$ cat config.mk
export PLATFORM = sky130hd
export DESIGN_NAME = fifo_write_arbiter
export DESIGN_NICKNAME = d
export VERILOG_FILES = /design/src/rtl/fifo_arb_pkg.sv /design/src/rtl/rr_pick.sv /design/src/rtl/fifo_write_arbiter.sv
export SDC_FILE = /design/constraint.sdc
export NUM_CORES = 1
export LEC_CHECK = 0
export BUFFER_PORTS_ARGS = -buffer_cell sky130_fd_sc_hd__buf_2
export CAP_MARGIN = 40
export CORE_MARGIN = 5
export CORE_UTILIZATION = 40
export DETAILED_ROUTE_END_ITERATION = 10
export PLACE_DENSITY = 0.9
export SLEW_MARGIN = 20
export SYNTH_ARGS = -nofsm -noshare
export SYNTH_HDL_FRONTEND = slang
export SYNTH_SLANG_ARGS = --single-unit
$ cat constraint.sdc
create_clock -name clk -period 1.8 [get_ports clk]
set_clock_uncertainty 0.2 [all_clocks]
set_input_delay 0.36 -clock clk [delete_from_list [all_inputs] [get_ports clk]]
set_output_delay 0.36 -clock clk [all_outputs]
set_load 0.02 [all_outputs]
$ cat src/rtl/fifo_arb_pkg.sv
// Shared constants for the FIFO write-port arbiter: FSM encoding and
// sizing of the per-grant burst counter.
package fifo_arb_pkg;

  localparam logic ST_IDLE  = 1'b0;
  localparam logic ST_BURST = 1'b1;

  // Wide enough to hold MAX_BURST itself.
  function automatic int burst_cnt_width(input int max_burst);
    return $clog2(max_burst + 1);
  endfunction

endpackage

$ cat src/rtl/rr_pick.sv
// Round-robin requester pick: the first set request bit strictly above
// last_idx, wrapping past NUM_REQ-1 back to bit 0.
module rr_pick #(
  parameter int NUM_REQ = 4
) (
  input  logic [NUM_REQ-1:0]         req,
  input  logic [$clog2(NUM_REQ)-1:0] last_idx,
  output logic [NUM_REQ-1:0]         pick_oh,
  output logic [$clog2(NUM_REQ)-1:0] pick_idx,
  output logic                       any_req
);

  localparam int IDX_W = $clog2(NUM_REQ);

  logic [NUM_REQ-1:0]   upper_mask;
  logic [2*NUM_REQ-1:0] dbl_req;

  always_comb begin
    for (int i = 0; i < NUM_REQ; i++) begin
      upper_mask[i] = (i > int'(last_idx));
    end
  end

  // Low half holds only the bits above last_idx, high half the full vector,
  // so the lowest set bit of the pair is the wrap-around round-robin winner.
  assign dbl_req = {req, req & upper_mask};
  assign any_req = |req;

  always_comb begin
    // NOTE: default first so every path assigns pick_idx and no latch is inferred.
    pick_idx = '0;
    for (int i = 2*NUM_REQ-1; i >= 0; i--) begin
      if (dbl_req[i]) pick_idx = IDX_W'(i % NUM_REQ);
    end
  end

  assign pick_oh = any_req ? (NUM_REQ'(1) << pick_idx) : '0;

endmodule

$ cat src/rtl/fifo_write_arbiter.sv
// Shares one FIFO write port among NUM_REQ producers: round-robin grant,
// burst lock of up to MAX_BURST words, back-pressure from fifo_full.
module fifo_write_arbiter
  import fifo_arb_pkg::*;
#(
  parameter int NUM_REQ    = 4,
  parameter int DATA_WIDTH = 8,
  parameter int MAX_BURST  = 4
) (
  input  logic                          clk,
  input  logic                          rst,
  input  logic [NUM_REQ-1:0]            req_valid,
  input  logic [NUM_REQ*DATA_WIDTH-1:0] req_data,
  output logic [NUM_REQ-1:0]            req_ready,
  input  logic                          fifo_full,
  output logic                          fifo_w_en,
  output logic [DATA_WIDTH-1:0]         fifo_wdata,
  output logic [NUM_REQ-1:0]            grant,
  output logic                          busy
);

  localparam int IDX_W = $clog2(NUM_REQ);
  localparam int CNT_W = burst_cnt_width(MAX_BURST);
  localparam logic [CNT_W-1:0] LAST_BEAT    = CNT_W'(MAX_BURST - 1);
  localparam logic [IDX_W-1:0] LAST_IDX_RST = IDX_W'(NUM_REQ - 1);

  logic             state;
  logic [IDX_W-1:0] last_idx;
  logic [CNT_W-1:0] burst_cnt;

  logic [NUM_REQ-1:0] pick_oh;
  logic [IDX_W-1:0]   pick_idx;
  logic               any_req;
  logic               owner_valid;
  logic               xfer;

  rr_pick #(.NUM_REQ(NUM_REQ)) u_pick (
    .req      (req_valid),
    .last_idx (last_idx),
    .pick_oh  (pick_oh),
    .pick_idx (pick_idx),
    .any_req  (any_req)
  );

  // last_idx only moves at grant time, so during a burst it names the owner.
  assign busy        = (state == ST_BURST);
  assign owner_valid = |(req_valid & grant);
  assign xfer        = busy & owner_valid & ~fifo_full & ~rst;
  assign fifo_w_en   = xfer;
  assign req_ready   = (busy && !fifo_full && !rst) ? grant : '0;
  assign fifo_wdata  = req_data[int'(last_idx)*DATA_WIDTH +: DATA_WIDTH];

  // NOTE: non-blocking assignments so every register samples pre-edge values.
  always_ff @(posedge clk) begin
    if (rst) begin
      state     <= ST_IDLE;
      grant     <= '0;
      burst_cnt <= '0;
      last_idx  <= LAST_IDX_RST;
    end else begin
      case (state)
        ST_IDLE: begin
          if (any_req) begin
            grant     <= pick_oh;
            last_idx  <= pick_idx;
            burst_cnt <= '0;
            state     <= ST_BURST;
          end
        end
        default: begin
          if (!owner_valid) begin
            state <= ST_IDLE;
            grant <= '0;
          end else if (xfer) begin
            if (burst_cnt == LAST_BEAT) begin
              state <= ST_IDLE;
              grant <= '0;
            end
            burst_cnt <= burst_cnt + CNT_W'(1);
          end
          // A full FIFO with a valid owner stalls here with burst_cnt held.
        end
      endcase
    end
  end

endmodule

==> results.md <==
- Worst VDD drop: 386 uV
- Final hold slack: 0.270 ns
- CP endpoint kind: output port
- Root Driver: clkbuf_4
- Initial antenna violation count: 0
- Final WS setup: -0.191 ns
- R2R depth: 5
- Syn Inst Count: 72
- GRT overflow: 0
- Final hold vios: 0
- Simple-Gate Fraction of Synth Area: 19.8%
- Largest net degree at the start of global routing: 15
- Final period util: 111%
- Final Max Slew Viols: 0
- Rel. slew slack: 67.8%
- Leak: 0.587 nW
- Post-Syn Area per Cell: 10.9 um^2
- Capturing point of the worst reg2reg path: grant[3]
- Final count of negative-setup-slack endpoints: 8
- Worst Hold Launch: rst
- Critical path launch point type: register
- Synth top area share: 25.4%
- Mean routed wirelength per cell: 16.0 um
- F_max: 502 MHz
- Slew @ Worst Pin: 0.479 ns
- Synth Warn #: 0
- Hold Crit Class: in2reg
- Clock Sink Count: 10
- Area added between synthesis and finish: 65.2%
- Initial DRC Count: 13
- Largest family of logic cells by synthesized area: multiplexers
- Area of the mapped netlist: 788 um^2
- CTS tree: built
- DIE HEIGHT: 54.4 um
- Post-synthesis compound-gate area fraction: 21.9%
- Post-synthesis cell type count: 31
- Synth area leader: dfxtp_1
- Maxcap violations: 0
- Hold path depth: 3
- Tot GR Track Use: 17.9%
- Slowest cell on crit path: mux4_2
- Most common cell after layout, fill and taps aside: buf_2
- Area contributors post-synth: dfxtp_1, mux4_2, a22oi_2
- Max Root-Sink Buffers: 2
- Xor and xnor fraction of the mapped netlist area: 0%
- PwrDens: 620 nW/um^2
- DRT antenna net count: 0
- Failing checks: setup timing
- Routability cong.: 0.871
- Routed wire length: 2.62 mm
- Worst-Skew Late Latency: 0.27 ns
- Vias: 880
- Core ar.: 1920 um^2
- Hold buffer count at CTS: 0
- Die span in x: 54.4 um
- Hold endpoint: busy
- Share of post-route cells with drive strength above 1: 70.8%
- Crit path cell chain: buf_12 > mux4_2 > buf_6
- Syn_nets: 113
- Buffers on Ports: 56
- Sequential share of the synthesized area: 25.4%
- DP Wirelength: 2.05 mm
- Adder-Cell Fraction of Synth Area: 3.17%
- Setup slack, reg-to-reg: 0.11 ns
- Setup_tns: -1.39 ns
- WP data required: 1.24 ns
- Arrival time worst endpoint: 1.43 ns
- WS Path Type: reg2out
- Fin cells: 164
- Tmin final: 1.99 ns
- # fillers: 167
- Status: finished, violations left
- CTS H-tree depth: 1
- Crit path max fanout: 8
- Reg2reg start: burst_cnt[0]
- RSZ-0062 raised after global routing: true
- Vias/cell: 5.37
- Most frequent cells in the layout: buf_2, buf_6, mux4_2
- Clock-pin slew on the worst setup and hold paths: 0.06 ns
- Die ar.: 2960 um^2
- Boundary Pins: 57
- CTS buffer count: 3
- N_diodes: 0
- Max incr delay on CP: 0.52 ns
- DP Cell Count: 159
- Std-Cell Rows: 16
- Setup WS pre-CTS: -0.0372 ns
- Synthesis-stage register bit count: 10
- Nets@finish: 180
- Vias in the first global route: 911
- DRC violations left: 0
- Initial Util: 41.0%
- Mux cell area share after synthesis: 27.0%
- First-pass GRT wire length: 3.77 mm
- DR pass1 iterations: 4
[routing by layer]
metal,global-route usage (%),vias up,wire [um]
li1,-,412,-
met1,17.2,406,924
met2,33.9,53,1330
met3,3.00,9,283
met4,12.4,0,87
met5,0,-,0
[cell type report]
type,instances,area (um^2),share of cell area [%]
repair buffers,65,445,34.2
flip-flops and latches,10,204,15.7
clock buffers,3,22.5,1.73
multi-input cells,57,589,45.2
well taps,27,33.8,2.59
inverters,2,7.51,0.576
[flip-flops by register name (all words and copies together) (netlist names)]
register   cells
grant          4
burst_cnt      3
last_idx       2
busy           1
[synthesized netlist by cell type]
| library cell | n |
|---|---|
| a21boi_4 | 1 |
| a21o_2 | 1 |
| a21oi_1 | 3 |
| a21oi_4 | 1 |
| a221o_1 | 2 |
| a22o_1 | 1 |
| a22oi_2 | 2 |
| a31oi_1 | 1 |
| a32o_1 | 1 |
| and2_1 | 4 |
| and2b_2 | 1 |
| buf_2 | 2 |
| clkbuf_1 | 1 |
| dfxtp_1 | 10 |
| ha_1 | 2 |
| inv_1 | 2 |
| mux2_2 | 2 |
| mux2i_1 | 1 |
| mux4_2 | 8 |
| nand2_1 | 5 |
| nand2b_1 | 2 |
| nand3b_1 | 2 |
| nor2_1 | 4 |
| nor2_2 | 1 |
| nor3_1 | 3 |
| nor3b_2 | 1 |
| nor4_4 | 1 |
| o21ai_0 | 3 |
| o221a_2 | 1 |
| o2bb2ai_1 | 2 |
| or2_2 | 1 |
[what timing repair did]
item / 4_1_cts / 5_1_grt
endpoints found under the setup margin: 12 / 14
setup buffers: 1 / 1
gates resized for setup: 22 / 14
[cell families (layout without fill, tap and decap cells)]
logic type	after synthesis	count (layout)
AOI/OAI and AO/OA	19	19
adders and majority gates	2	2
muxes	11	11
and+or+nand+nor	25	25
DFF	10	10
buffers and inverters	5	70
[worst max-delay path: cells and delay by family, from the launching register on]
family / cells / cell delay [ns]
multiplexers: 1 / 0.52
buffers and inverters: 2 / 0.29
flip-flops: 1 / 0.35
[where the power goes]
group	switching, mW	internal (mW)	total [mW]
registers	0.0255	0.239	0.264
logic	0.174	0.213	0.387
clock network	0.0791	0.0775	0.157
total	0.278	0.530	0.808
[through the flow]
stage | instance area, um^2 | power (mW) | util (%)
2_1_floorplan | 788 | 0.459 | -
3_3_place_gp | 1150 | 0.586 | 60.0
3_5_place_dp | 1150 | 0.600 | 60.0
4_1_cts | 1250 | 0.808 | 65.1
5_1_grt | 1300 | 0.852 | 67.8
6_report | 1300 | 0.808 | 67.8
[how the worst max path moves through the flow]
stage          cells past startpoint  slack, ns            end        start
2_1_floorplan                      4       0.01   burst_cnt[0]         busy
3_3_place_gp                       3       0.09  fifo_wdata[7]  last_idx[0]
3_5_place_dp                       5      -0.04       grant[3]  last_idx[1]
4_1_cts                            3      -0.21  fifo_wdata[0]  last_idx[0]
5_1_grt                            3      -0.23  fifo_wdata[0]  last_idx[0]
6_report                           3      -0.19  fifo_wdata[0]  last_idx[0]
No activity file was read; power rests on OpenSTA's default activity.
